--- config.mk ---
export PLATFORM = sky130hd
export DESIGN_NAME = x_micro_sequencer_loader
export DESIGN_NICKNAME = d
export VERILOG_FILES = /design/src/rtl/x_micro_sequencer_loader.sv
export SDC_FILE = /design/constraint.sdc
export NUM_CORES = 1
export LEC_CHECK = 0
export BUFFER_PORTS_ARGS = -buffer_cell sky130_fd_sc_hd__buf_2
export CORE_UTILIZATION = 35
export CTS_CLUSTER_SIZE = 40
export DETAILED_ROUTE_END_ITERATION = 12
export PLACE_DENSITY = 0.63
export RECOVER_POWER = 100
export SETUP_SLACK_MARGIN = 0.2
export SYNTH_ARGS = -nofsm -noshare
export SYNTH_HDL_FRONTEND = slang
export SYNTH_SLANG_ARGS = --single-unit
--- constraint.sdc ---
create_clock -name i_clk -period 3 [get_ports i_clk]
set_clock_uncertainty 0.1 [all_clocks]
set_input_delay 0 -clock i_clk [delete_from_list [all_inputs] [get_ports i_clk]]
set_output_delay 0 -clock i_clk [all_outputs]
set_load 0.02 [all_outputs]
--- src/rtl/x_micro_sequencer_loader.sv ---
// rtl/x_micro_sequencer_loader.sv - host byte-stream command decoder that loads and runs x_micro_sequencer
// Accepts WRITE/RUN/STATUS commands on the RX stream and answers each with one TX response byte.
module x_micro_sequencer_loader #(
  parameter int BYTE_TIMEOUT = 1000,
  parameter int START_WAIT   = 4
) (
  input  logic        i_clk,
  input  logic        i_rst,
  input  logic        i_rx_valid,
  input  logic [7:0]  i_rx_data,
  output logic        o_rx_ready,
  output logic        o_tx_valid,
  output logic [7:0]  o_tx_data,
  input  logic        i_tx_ready,
  output logic        o_seq_wen,
  output logic [8:0]  o_seq_waddr,
  output logic [3:0]  o_seq_wcmd,
  output logic [35:0] o_seq_wdata,
  output logic        o_seq_start,
  input  logic        i_seq_busy
);

  localparam int TW = $clog2(BYTE_TIMEOUT + 1);
  localparam int SW = $clog2(START_WAIT + 1);
  localparam logic [TW-1:0] TMO_LAST  = TW'(BYTE_TIMEOUT - 1);
  localparam logic [SW-1:0] WAIT_LAST = SW'(START_WAIT - 1);

  typedef enum logic [2:0] {
    IDLE, ADDR, DATA, WRITE, START, WAIT_HI, WAIT_LO, RESP
  } state_t;

  state_t        state, state_n;
  logic [2:0]    byte_cnt, byte_cnt_n;
  logic [TW-1:0] tmo_cnt, tmo_cnt_n;
  logic [SW-1:0] wait_cnt, wait_cnt_n;
  logic [8:0]    addr, addr_n;
  logic [31:0]   word, word_n;
  logic [7:0]    tx_data_n;
  logic [8:0]    waddr_n;
  logic [3:0]    wcmd_n;
  logic [35:0]   wdata_n;
  logic [39:0]   full_word;
  logic          accept;

  assign o_rx_ready  = (state == IDLE) || (state == ADDR) || (state == DATA);
  assign accept      = i_rx_valid && o_rx_ready;
  assign o_tx_valid  = (state == RESP);
  assign o_seq_wen   = (state == WRITE);
  assign o_seq_start = (state == START);

  always_ff @(posedge i_clk or posedge i_rst) begin
    if (i_rst) begin
      state       <= IDLE;
      byte_cnt    <= '0;
      tmo_cnt     <= '0;
      wait_cnt    <= '0;
      addr        <= '0;
      word        <= '0;
      o_tx_data   <= '0;
      o_seq_waddr <= '0;
      o_seq_wcmd  <= '0;
      o_seq_wdata <= '0;
    end else begin
      state       <= state_n;
      byte_cnt    <= byte_cnt_n;
      tmo_cnt     <= tmo_cnt_n;
      wait_cnt    <= wait_cnt_n;
      addr        <= addr_n;
      word        <= word_n;
      o_tx_data   <= tx_data_n;
      o_seq_waddr <= waddr_n;
      o_seq_wcmd  <= wcmd_n;
      o_seq_wdata <= wdata_n;
    end
  end

  always_comb begin
    state_n    = state;
    byte_cnt_n = byte_cnt;
    tmo_cnt_n  = tmo_cnt;
    wait_cnt_n = wait_cnt;
    addr_n     = addr;
    word_n     = word;
    tx_data_n  = o_tx_data;
    waddr_n    = o_seq_waddr;
    wcmd_n     = o_seq_wcmd;
    wdata_n    = o_seq_wdata;
    full_word  = {word, i_rx_data};

    case (state)
      IDLE: begin
        if (accept) begin
          case (i_rx_data)
            8'hA1: begin
              state_n    = ADDR;
              byte_cnt_n = '0;
              tmo_cnt_n  = '0;
            end
            8'hA2: begin
              if (i_seq_busy) begin
                state_n   = RESP;
                tx_data_n = 8'hEE;
              end else begin
                state_n = START;
              end
            end
            8'hA3: begin
              state_n   = RESP;
              tx_data_n = {7'b0, i_seq_busy};
            end
            default: begin
              state_n   = RESP;
              tx_data_n = 8'hFF;
            end
          endcase
        end
      end
      ADDR: begin
        if (accept) begin
          tmo_cnt_n = '0;
          if (byte_cnt == 3'd0) begin
            addr_n[8]  = i_rx_data[0];
            byte_cnt_n = 3'd1;
          end else begin
            addr_n[7:0] = i_rx_data;
            byte_cnt_n  = '0;
            state_n     = DATA;
          end
        end
      end
      DATA: begin
        if (accept) begin
          tmo_cnt_n = '0;
          word_n    = full_word[31:0];
          if (byte_cnt == 3'd4) begin
            byte_cnt_n = '0;
            waddr_n    = addr;
            wdata_n    = full_word[39:4];
            wcmd_n     = full_word[3:0];
            state_n    = WRITE;
          end else begin
            byte_cnt_n = byte_cnt + 3'd1;
          end
        end
      end
      WRITE: begin
        state_n   = RESP;
        tx_data_n = 8'h55;
      end
      START: begin
        state_n    = WAIT_HI;
        wait_cnt_n = '0;
      end
      WAIT_HI: begin
        if (i_seq_busy) begin
          state_n = WAIT_LO;
        end else if (wait_cnt == WAIT_LAST) begin
          state_n   = RESP;
          tx_data_n = 8'hEF;
        end else begin
          wait_cnt_n = wait_cnt + SW'(1);
        end
      end
      WAIT_LO: begin
        if (!i_seq_busy) begin
          state_n   = RESP;
          tx_data_n = 8'h5A;
        end
      end
      RESP: begin
        if (i_tx_ready) state_n = IDLE;
      end
      default: state_n = IDLE;
    endcase

    // A stalled command abandons its partial address/word so no write can follow.
    if ((state == ADDR || state == DATA) && !accept) begin
      if (tmo_cnt == TMO_LAST) begin
        state_n    = RESP;
        tx_data_n  = 8'hFE;
        tmo_cnt_n  = '0;
        byte_cnt_n = '0;
        addr_n     = '0;
        word_n     = '0;
      end else begin
        tmo_cnt_n = tmo_cnt + TW'(1);
      end
    end
  end

endmodule

==> results.toml <==
[critical_path]
r2r-end = "byte_cnt[2]"
r2r_start = "state[1]"
r2r_slack_ns = 0.55
cp_max_fo = 46
cp-endpoint = "byte_cnt[2]"
worstSetupPathType = "flop to flop"
crit_path_start_kind = "flop"
reg2reg_depth = 6
end_kind = "flop"
critPathArrivalTime_ns = 2.63
cp.required_ns = 3.17
cp-startpoint = "state[1]"

[drt]
routed-wl-met2_um = 5620
via_count = 4026
drt_iter0_drc = 289
viasPerCell = 5.19
top_layer = "met4"
wl_met3_um = 606
wl_per_cell_um = 15.5
ant_nets = 0
drc = 2
first_pass_iters = 9
wl_met1_um = 5550
routed_wl_um = 12000

[placement]
routabilityCongestion = 0.805
placed_area_sq_um = 5820
dp_hpwl_um = 8100
io_buffers = 73
placedCellCount = 732
post-place-ws_ns = 0.837

[yosys]
ys_ff_latch = 117
syn_area_sq_um = 5300
synthFlopType = "dfrtp_1"
synth_nets = 515
synthAdderAreaFrac = 0.0118
ys_types = 54
syn_inst = 497
synthXorXnorAreaFrac = 0
ys_seq_area_frac = 0.552
yosysTopAreaCell = "dfrtp_1"
synth_compound_area_frac = 0.130
synthArstFlopShare = 1.00
netlist.area_leader.share = 0.552
synthMuxAreaShare = 0.119
synth_edf_count = 0
synthSimpleGateAreaFrac = 0.144
synth_area_leaders = "dfrtp_1 55%, mux2_1 10%, nand2_1 6.0%"
avgSynthCellArea_sq_um = 10.7
yosysWarnings = 0
synth_top_family_by_area = "simple AND/OR/NAND/NOR gates"

[sta]
drv_slew = 118
finalSetupTns_ns = 0
clock.fmax_mhz = 407
hold_viol = 0
worst_pin_slew_ns = 1.56
min_period_ns = 2.45
relSlewSlack = -0.0385
rsz0062_at_grt = "false"
layout_worst_path_cycle_share = 0.818
setup_viol = 0
setup_ws_ns = 0.546

[global_routing]
grt_pass1_vias = 4033
grt_max_degree = 118
overflow = 0
antenna_found_initial = 0
grt_pass1_wl_um = 20600
grtUsageTotal = 0.167

[die]
die_h_um = 125
core_area_sq_um = 14600
dieArea_sq_um = 15600
initial_core_util = 0.362
die_x_um = 125
ios = 74
rows = 44

[finish]
diodes = 0
mostFrequentLayoutCells = "117 x dfrtp_1, 85 x nand2_1, 67 x clkbuf_1, 49 x mux2_1, 49 x a21oi_1"
layout-drive-gt1-share = 0.0964
area_growth_pct = 20.4
final_common_cell = "dfrtp_1"
final_cells = 775
final_cell_area_sq_um = 6380
layout.nets = 596
fin_util = 0.436

[cts]
cts_root_buffer = "clkbuf_16"
cts_tree = "built"
cts.path.max_buffers = 2
worstSkewPairLatency_ns = 0.42
cts_resized = 0
htree_levels = 4
numCtsBuffers = 17
ctsHoldBuffers = 11
clk_pin_slew_ns = 0.05
post_cts_buffers = 0
cts_sinks = 117

[pwr]
power_density_nw_per_um2 = 858
ir_drop_uv = 348
power_leakage_nw = 2.99

[run_status]
outcome = "complete, but fails checks"
violations = "design-rule violations, max-capacitance violations, max-slew violations"

[flow_run]
maxCapViolCount = 1

[min_path]
hold_path.class = "input port to flop"
-- cells by family after synthesis --
family	after synthesis
simple gates	164
flops	117
compound gates	112
mux	57
buf+inv	42
fa+ha+maj	5
-- metal layers --
layer / vias to the layer above / track usage
met5: - / 0
met2: 107 / 0.256
met1: 1987 / 0.221
met4: 0 / 0.0753
met3: 20 / 0.0479
li1: 1912 / -
-- Yosys cell counts, types with 3 or more instances --
cell type and n:
a21o_1 4, a21oi_1 49, a31o_2 3, a31oi_1 5, and3_1 4, buf_2 7
buf_4 5, buf_6 5, clkbuf_1 12, dfrtp_1 117, ha_1 5, inv_1 12
mux2_1 49, mux2i_1 8, nand2_1 85, nand2b_1 4, nand3_1 10, nand4_1 3
nor2_1 29, nor2b_1 6, nor3_1 8, o21ai_0 26
-- per-stage QoR --
step                      power [W]  hold slack (ns)
final                       0.00547           0.0318
after global routing        0.00581           0.0721
after CTS                   0.00558           0.0103
after detailed placement    0.00366            0.135
after global placement      0.00360            0.129
after floorplan             0.00321           0.0296
-- worst max-delay path, cell delays in order, from the launching register on --
cell      delay (ns)
dfrtp_1         0.40
clkbuf_1        0.35
nand2b_1        0.33
a211o_1         0.38
nor2_4          0.17
buf_4           0.45
nor3_1          0.13
-- power by group --
group / internal [W] / switching (W) / leakage [nW]
combinational: 0.000504 / 0.000866 / 1.16
clock: 0.00120 / 0.000686 / 0.267
sequential: 0.00195 / 0.000265 / 1.56
total: 0.00366 / 0.00182 / 2.99
-- cell type report --
type | count | area, sq um
well taps | 184 | 230
fillers | 1420 | 8260
repair buffers | 92 | 468
clock inverters | 7 | 72.6
flip-flops and latches | 117 | 2930
clock buffers | 25 | 485
multi-input cells | 338 | 2150
inverters | 12 | 48.8
-- flip-flops by register name, indices dropped and copies added, names as in the netlist, 4 cells and up --
register     cells
o_seq_waddr      9
o_tx_data        8
word            32
o_seq_wdata     36
tmo_cnt         10
o_seq_wcmd       4
addr             9
-- worst min-delay path by stage --
stage / startpoint / to / slack (ns) / cells past startpoint
after detailed placement: i_rst / wait_cnt[1] / 0.13 / 3
final: i_seq_busy / wait_cnt[1] / 0.03 / 4
after global routing: i_seq_busy / wait_cnt[1] / 0.07 / 4
after CTS: i_seq_busy / wait_cnt[1] / 0.01 / 4
after global placement: i_rst / o_tx_data[4] / 0.13 / 3
after floorplan: i_rx_data[2] / word[2] / 0.03 / 2
(Power assumes the default switching activity.)
